==> src/rtl/ring_flasher_param.sv <==
// rtl/ring_flasher_param.sv - parametrised ring flasher: fill/drain arc growth, whole-ring flash, re-arm
module ring_flasher_param #(
    parameter int N_LEDS      = 16,
    parameter int ON_COUNT    = 8,
    parameter int OFF_COUNT   = 4,
    parameter int TICK_DIV    = 1,
    parameter int FLASH_TICKS = 4
) (
    input  logic                        clk,
    input  logic                        rst,
    input  logic                        repeat_signal,
    input  logic                        dir,
    input  logic                        stop,
    output logic [N_LEDS-1:0]           led,
    output logic                        busy,
    output logic                        done,
    output logic [$clog2(N_LEDS+1)-1:0] lit_count
);
    localparam int HW  = $clog2(N_LEDS);
    localparam int CW  = $clog2(N_LEDS + 1);
    localparam int PW  = $clog2(ON_COUNT + 1);
    localparam int FW  = $clog2(FLASH_TICKS + 1);
    localparam int TW  = (TICK_DIV > 1) ? $clog2(TICK_DIV) : 1;

    localparam logic [HW-1:0] HEAD_MAX   = HW'(N_LEDS - 1);
    localparam logic [CW-1:0] LIT_FULL   = CW'(N_LEDS);
    localparam logic [PW-1:0] PH_ON      = PW'(ON_COUNT);
    localparam logic [PW-1:0] PH_OFF     = PW'(OFF_COUNT);
    localparam logic [FW-1:0] FLASH_LAST = FW'(FLASH_TICKS);
    localparam logic [TW-1:0] PRES_LAST  = TW'(TICK_DIV - 1);

    typedef enum logic [1:0] {IDLE, FILL, DRAIN, FLASH} state_t;

    state_t             r_state, w_state;
    logic [N_LEDS-1:0]  r_led, w_led;
    logic [HW-1:0]      r_head, w_head;
    logic [CW-1:0]      r_lit, w_lit;
    logic [PW-1:0]      r_phase, w_phase;
    logic [FW-1:0]      r_flash, w_flash;
    logic [TW-1:0]      r_pres, w_pres;
    logic               r_dir, w_dir;
    logic               r_done, w_done;
    logic               w_tick;
    logic [HW-1:0]      w_back;

    // up=1 moves toward higher indices, wrapping at the ring ends
    function automatic logic [HW-1:0] step_head(input logic [HW-1:0] h, input logic up);
        if (up) return (h == HEAD_MAX) ? '0 : h + 1'b1;
        else    return (h == '0) ? HEAD_MAX : h - 1'b1;
    endfunction

    assign w_tick = (r_pres == PRES_LAST);
    assign w_back = step_head(r_head, r_dir);

    always_comb begin
        w_state = r_state;
        w_led   = r_led;
        w_head  = r_head;
        w_lit   = r_lit;
        w_phase = r_phase;
        w_flash = r_flash;
        w_dir   = r_dir;
        w_done  = 1'b0;
        w_pres  = w_tick ? '0 : r_pres + 1'b1;

        unique case (r_state)
            IDLE: begin
                w_led  = '0;
                w_lit  = '0;
                w_pres = '0;
                if (repeat_signal) begin
                    w_dir   = dir;
                    w_head  = '0;
                    w_phase = '0;
                    w_state = FILL;
                end
            end
            FILL: if (w_tick) begin
                w_led[r_head] = 1'b1;
                w_head  = step_head(r_head, ~r_dir);
                w_lit   = r_lit + 1'b1;
                w_phase = r_phase + 1'b1;
                if (r_lit + 1'b1 == LIT_FULL) begin
                    w_state = FLASH;
                    w_lit   = '0;
                    w_phase = '0;
                    w_flash = '0;
                end else if (r_phase + 1'b1 == PH_ON) begin
                    w_phase = '0;
                    w_state = DRAIN;
                end
            end
            DRAIN: if (w_tick) begin
                w_head        = w_back;
                w_led[w_back] = 1'b0;
                w_lit         = r_lit - 1'b1;
                w_phase       = r_phase + 1'b1;
                if (r_phase + 1'b1 == PH_OFF) begin
                    w_phase = '0;
                    w_state = FILL;
                end
            end
            FLASH: begin
                // the cycle after the last toggle carries done; leave on the following edge
                if (r_flash == FLASH_LAST) begin
                    w_led = '0;
                    if (repeat_signal) begin
                        w_dir   = dir;
                        w_head  = '0;
                        w_lit   = '0;
                        w_phase = '0;
                        w_state = FILL;
                    end else begin
                        w_state = IDLE;
                    end
                end else if (w_tick) begin
                    w_led   = ~r_led;
                    w_flash = r_flash + 1'b1;
                    w_done  = (r_flash + 1'b1 == FLASH_LAST);
                end
            end
            default: w_state = IDLE;
        endcase

        if (stop && r_state != IDLE) begin
            w_state = IDLE;
            w_led   = '0;
            w_lit   = '0;
            w_phase = '0;
            w_flash = '0;
            w_done  = 1'b0;
        end

        if (w_state != r_state || r_state == FLASH && r_flash == FLASH_LAST)
            w_pres = '0;
    end

    always_ff @(posedge clk) begin
        if (rst) begin
            r_state <= IDLE;
            r_led   <= '0;
            r_head  <= '0;
            r_lit   <= '0;
            r_phase <= '0;
            r_flash <= '0;
            r_pres  <= '0;
            r_dir   <= 1'b0;
            r_done  <= 1'b0;
        end else begin
            r_state <= w_state;
            r_led   <= w_led;
            r_head  <= w_head;
            r_lit   <= w_lit;
            r_phase <= w_phase;
            r_flash <= w_flash;
            r_pres  <= w_pres;
            r_dir   <= w_dir;
            r_done  <= w_done;
        end
    end

    assign led       = r_led;
    assign busy      = (r_state != IDLE);
    assign done      = r_done;
    assign lit_count = r_lit;
endmodule

==> config.mk <==
export PLATFORM = sky130hd
export DESIGN_NAME = ring_flasher_param
export DESIGN_NICKNAME = d
export VERILOG_FILES = /design/src/rtl/ring_flasher_param.sv
export SDC_FILE = /design/constraint.sdc
export NUM_CORES = 1
export LEC_CHECK = 0
export BUFFER_PORTS_ARGS = -buffer_cell sky130_fd_sc_hd__buf_4
export CAP_MARGIN = 5
export CELL_PAD_IN_SITES_DETAIL_PLACEMENT = 1
export CELL_PAD_IN_SITES_GLOBAL_PLACEMENT = 2
export CORE_ASPECT_RATIO = 2
export CORE_MARGIN = 5
export CORE_UTILIZATION = 35
export DETAILED_ROUTE_END_ITERATION = 10
export HOLD_SLACK_MARGIN = 0.05
export PLACE_DENSITY = 0.85
export SYNTH_ARGS = -nofsm -noshare
export SYNTH_HDL_FRONTEND = slang
export SYNTH_SLANG_ARGS = --single-unit
export TNS_END_PERCENT = 20
==> constraint.sdc <==
create_clock -name clk -period 2.6 [get_ports clk]
set_input_delay 0.39 -clock clk [delete_from_list [all_inputs] [get_ports clk]]
set_output_delay 0.39 -clock clk [all_outputs]
set_load 0.005 [all_outputs]
==> results.cfg, run 1 <==
[outcome]
status = completed

[sta]
fmax_mhz = 438
fin_crit_sh_pct = 87.8
final_hold_viol_count = 0
worst_clock_skew_ns = 0.00290
setup_tns_ns = 0
relSlewSlack_pct = 47.7
worstMarginPinSlew_ns = 0.784
period_minus_slack_ns = 2.28
maxSlewViolCount = 0
setup_viol = 0
rsz0062_at_grt = no

[yosys]
async_flop_share_pct = 0
ys_ff_latch = 37
synth_top_cells_by_area = dfxtp_1 27%, ha_1 7.3%, a32o_1 5.8%
ys_types = 69
synth_edf_count = 0
synthesis.area_sq_mm = 0.00276
ys_seq_area_share_pct = 26.9
synth_commonest_cells = 38 x nand2_1, 37 x dfxtp_1, 29 x nor2_1, 26 x a21oi_1
synth_top_area_share_pct = 26.9
yosysMostFrequentCell = nand2_1
synth_warnings = 0
synth_top_area_cell = dfxtp_1
syn_nets = 367
synth_flop_cell = dfxtp_1
netlist_instances = 346
syn_area_per_cell_sq_um = 7.97

[clock_network]
cts.htree.levels = 2
hold_buffers = 0
numCtsBuffers = 5
cts_root_buffer = clkbuf_16
clkTransAtPathRegs_ns = 0.06
clk_latency_ns = 0.29
ctsResizeCount = 0
cts_tree = yes
clock_sinks = 37
postCtsSetupRepairBufs = 0
clockBufferDepth = 2

[cells_and_area]
final_cells = 465
diodes = 0
drive_gt1_share_pct = 19.4
area_growth_pct = 16.8
final_nets = 391

[floorplanning]
fp-row-count = 45
start_util_pct = 36.0
fp.dieH_um = 136
io_pins = 28
die_width_um = 72.8
core_area_sq_mm = 0.00766
die-area_sq_mm = 0.00986

[critical_path]
cp-end-kind = register
crit_required_ns = 2.83
cp_max_fo = 16
worstSetupPathType = register to register
cp-start-kind = register
arrival_ns = 2.51

[place]
port_buffers = 27
dp.cells = 457
place_hpwl_um = 6890
place_congestion = 0.836

[detailed_routing]
drtIter0Drc = 104
vias = 2719
wl_um = 8910
first_pass_iters = 4
vias_per_cell = 5.85
routedWlPerCell_um = 19.2
antenna_left = 0
drc = 0

[power_and_ir_drop]
powerDensity_mw_per_mm2 = 880
leakage_nw = 1.22
max-vdd-ir-drop_mv = 0.572

[global_route]
grtUsageTotal_pct = 19.1
grt_pass1_vias = 2906
grt_max_degree = 23
antenna_found_initial = 0
gr-total-overflow = 0
grt_pass1_wl_um = 14500

[worst_hold_path]
hold_class = input port to register

[job]
cap_violations = 0
==> worst max-delay path: stages, from the launching register on <==
cell and delay [ns]:
dfxtp_1 0.36, inv_1 0.09, ha_1 0.26, a21boi_4 0.42, o21ai_2 0.13, a21oi_2 0.65, a32o_1 0.30
==> placed cells by master (no fill, tap or decap), drive strengths merged, types with 3 or more instances in the layout <==
master	synthesis	layout
nor2	30	30
buf	15	39
clkbuf	7	5
a32o	16	16
ha	16	16
nor3	7	7
o21a	3	3
xnor2	3	3
a22oi	4	4
nand2b	8	8
and3	3	3
mux2i	5	5
a21oi	31	31
nand2	38	38
inv	16	16
o21ai	22	22
a2bb2oi	4	4
a31oi	10	10
a32oi	3	3
nor2b	7	7
o22ai	5	5
a21boi	3	3
dfxtp	37	37
or2	3	3
nand3	13	13
and2	4	4
==> stage by stage <==
| step | setup slack [ns] | utilization [%] | power (W) | hold WS (ns) | cell area, sq um |
|---|---|---|---|---|---|
| after detailed placement | 0.357 | 39.8 | 0.00213 | 0.512 | 3050 |
| after global placement | 0.386 | 39.8 | 0.00210 | 0.493 | 3050 |
| after global routing | 0.135 | 42.1 | 0.00302 | 0.332 | 3220 |
| after floorplan | 0.647 | - | 0.00169 | 0.452 | 2760 |
| final | 0.317 | 42.1 | 0.00283 | 0.319 | 3220 |
| after CTS | 0.331 | 42.1 | 0.00287 | 0.321 | 3220 |
==> cell type report <==
type,count,area (sq um)
flip-flops and latches,37,741
inverters,16,60.1
clock buffers,5,125
well taps,94,118
clock inverters,3,46.3
fillers,967,4440
multi-input cells,271,1840
repair buffers,39,293
==> worst paths after layout <==
check | start | endpoint | slack [ns] | cells after the start
worst max-delay path | r_flash[0] | led[1] | 0.32 | 6
worst min-delay path | rst | r_head[3] | 0.32 | 2
worst min register to register | r_phase[2] | r_phase[2] | 0.51 | 2
worst max register to register | r_flash[0] | led[1] | 0.32 | 6
==> kinds of logic (layout without fill, tap and decap cells) <==
group | count (synthesis) | in the layout | share of synthesized area [%]
xor+xnor | 5 | 5 | 1.59
flops | 37 | 37 | 26.9
compound gates | 123 | 123 | 33.6
fa+ha+maj | 16 | 16 | 7.26
other cells | 1 | 1 | 0.136
simple gates | 120 | 120 | 21.4
buf+inv | 38 | 63 | 6.44
mux | 6 | 6 | 2.68
==> power breakdown <==
| part | total [W] | switching [W] | leakage [nW] | internal (W) |
|---|---|---|---|---|
| Sequential | 0.000681 | 0.0000650 | 0.299 | 0.000616 |
| Clock | 0.000723 | 0.000268 | 0.0800 | 0.000454 |
| Combinational | 0.00143 | 0.000914 | 0.837 | 0.000518 |
==> state kept, by name (all words and copies together), names as in the netlist <==
signal,flops
r_flash,3
lit_count,5
done,1
led,16
r_state,2
r_phase,4
r_pres,1
r_head,4
r_dir,1
==> per-layer routing <==
layer  share of wire, %  vias to the layer above  GRT usage [%]
met3                2.4                       26           3.27
met4                4.4                        0           11.3
met5                  0                        -              0
met1                 35                     1318           17.5
met2                 58                       55           37.2
li1                   -                     1320              -
(Power assumes the default switching activity.)
==> run 2, diff against run 1 <==
--- a/config.mk
+++ b/config.mk
@@ -11,10 +11,12 @@
 export CELL_PAD_IN_SITES_GLOBAL_PLACEMENT = 2
 export CORE_ASPECT_RATIO = 2
 export CORE_MARGIN = 5
-export CORE_UTILIZATION = 35
+export CORE_UTILIZATION = 36
+export CTS_BUF_LIST = sky130_fd_sc_hd__clkbuf_8
 export DETAILED_ROUTE_END_ITERATION = 10
 export HOLD_SLACK_MARGIN = 0.05
-export PLACE_DENSITY = 0.85
+export PLACE_DENSITY = 0.87
+export SLEW_MARGIN = 20
 export SYNTH_ARGS = -nofsm -noshare
 export SYNTH_HDL_FRONTEND = slang
 export SYNTH_SLANG_ARGS = --single-unit
==> run 2 against run 1 <==
- final area down 1.5%
- routed wire length down 1.9%
- worst hold slack worse by 0.0043 ns
- sequential power down 0.7%
- cell count up 0.22%
- power down 6.3%
- combinational power about the same
- critical path depth up 2
==> results.cfg, run 2 (same netlist as run 1, synthesis figures left out) <==
[detailed_routing]
antenna_left = 0
routedWlPerCell_um = 18.8
drtIter0Drc = 86
vias = 2726
wl_um = 8740
drc = 0
first_pass_iters = 4
vias_per_cell = 5.85

[power_and_ir_drop]
max-vdd-ir-drop_mv = 0.446
clkPwrFrac_pct = 20.1
p_int_w = 0.00144
pwr-share-comb_pct = 54.4
leakage_nw = 1.19
power.switching_w = 0.00122
sw_frac_of_total_pct = 46.0
powerDensity_mw_per_mm2 = 837
p_seq_share_pct = 25.4

[cells_and_area]
layout_common_cells = 40 x buf_4, 38 x nand2_1, 37 x dfxtp_1
area_growth_pct = 15.1
diodes = 0
layout_commonest_cell = buf_4
utilization_pct = 42.1
drive_gt1_share_pct = 19.6
final_nets = 392
largest_reg_flops = 16

[outcome]
status = completed

[floorplanning]
core_area_sq_mm = 0.00754
die_width_um = 71.9
fp.dieH_um = 134
die-area_sq_mm = 0.00962
io_pins = 28
fp-row-count = 45
start_util_pct = 36.6

[worst_hold_path]
hold_class = input port to register

[clock_network]
ctsResizeCount = 0
clock_sinks = 37
cts.htree.levels = 2
cts_root_buffer = clkbuf_8
cts_tree = yes
clk_latency_ns = 0.31
postCtsSetupRepairBufs = 0
clockBufferDepth = 2
clkTransAtPathRegs_ns = 0.09
hold_buffers = 0
numCtsBuffers = 5

[critical_path]
cp-start-kind = register
crit_required_ns = 2.81
cp-end-kind = register
arrival_ns = 2.53
cp_max_fo = 9
worstSetupPathType = register to register

[sta]
setup_tns_ns = 0
final_hold_viol_count = 0
fmax_mhz = 431
setup_viol = 0
period_minus_slack_ns = 2.32
relSlewSlack_pct = 49.9
rsz0062_at_grt = no
maxSlewViolCount = 0
worst_hold_slack_ns = 0.315
worstMarginPinSlew_ns = 0.752
fin_crit_sh_pct = 89.2
worst_clock_skew_ns = 0.00465
setup_ws_ns = 0.281

[job]
cap_violations = 0

[place]
place_hpwl_um = 7010
port_buffers = 27
dp_slack_ns = 0.326
place_congestion = 0.849

[global_route]
antenna_found_initial = 0
grt_pass1_vias = 2861
grt_pass1_wl_um = 14400
gr-total-overflow = 0
grt_max_degree = 17
grtUsageTotal_pct = 19.1
[run 2: metal layers]
| metal | vias up | global-route usage [%] | wire, um |
|---|---|---|---|
| met5 | - | 0 | 0 |
| met4 | 0 | 11.5 | 483 |
| met3 | 27 | 2.40 | 184 |
| met2 | 46 | 38.0 | 5070 |
| met1 | 1335 | 17.4 | 3000 |
| li1 | 1318 | - | - |
[run 2: area by class of cell]
class / instances / area (sq um)
repair buffers: 40 / 300
flip-flops and latches: 37 / 741
inverters: 16 / 60.1
multi-input cells: 271 / 1840
well taps: 94 / 118
clock inverters: 3 / 46.3
clock buffers: 5 / 68.8
fillers: 963 / 4370
[run 2: through the flow]
stage | cell area (sq um) | std cells | total power, W
after CTS | 3170 | 466 | 0.00268
after global routing | 3170 | 466 | 0.00285
after detailed placement | 3060 | 458 | 0.00214
final | 3170 | 466 | 0.00266
after floorplan | 2760 | 346 | 0.00169
after global placement | 3060 | 458 | 0.00212
[run 2: final timing paths]
path	slack (ns)	startpoint	depth (start not counted)	to
worst min register to register	0.53	r_phase[2]	2	r_phase[2]
worst max register to register	0.28	r_head[1]	8	led[4]
worst max-delay path	0.28	r_head[1]	8	led[4]
worst min-delay path	0.31	rst	2	r_head[3]
[run 2: power by group through the flow]
stage / combinational [W] / clock [W] / sequential [W]
after floorplan: 0.00103 / 0 / 0.000667
after global routing: 0.00159 / 0.000574 / 0.000685
after CTS: 0.00146 / 0.000549 / 0.000675
after global placement: 0.00143 / 0 / 0.000685
after detailed placement: 0.00145 / 0 / 0.000689
final: 0.00145 / 0.000535 / 0.000676
[run 2: critical path, cell delays in order, from the launching register on]
cell and delay (ns):
dfxtp_1 0.39, inv_1 0.11, ha_1 0.45, nor2b_1 0.26
a21boi_0 0.12, o21ai_0 0.18, nand4_1 0.22, nand2b_1 0.22
a32o_1 0.26
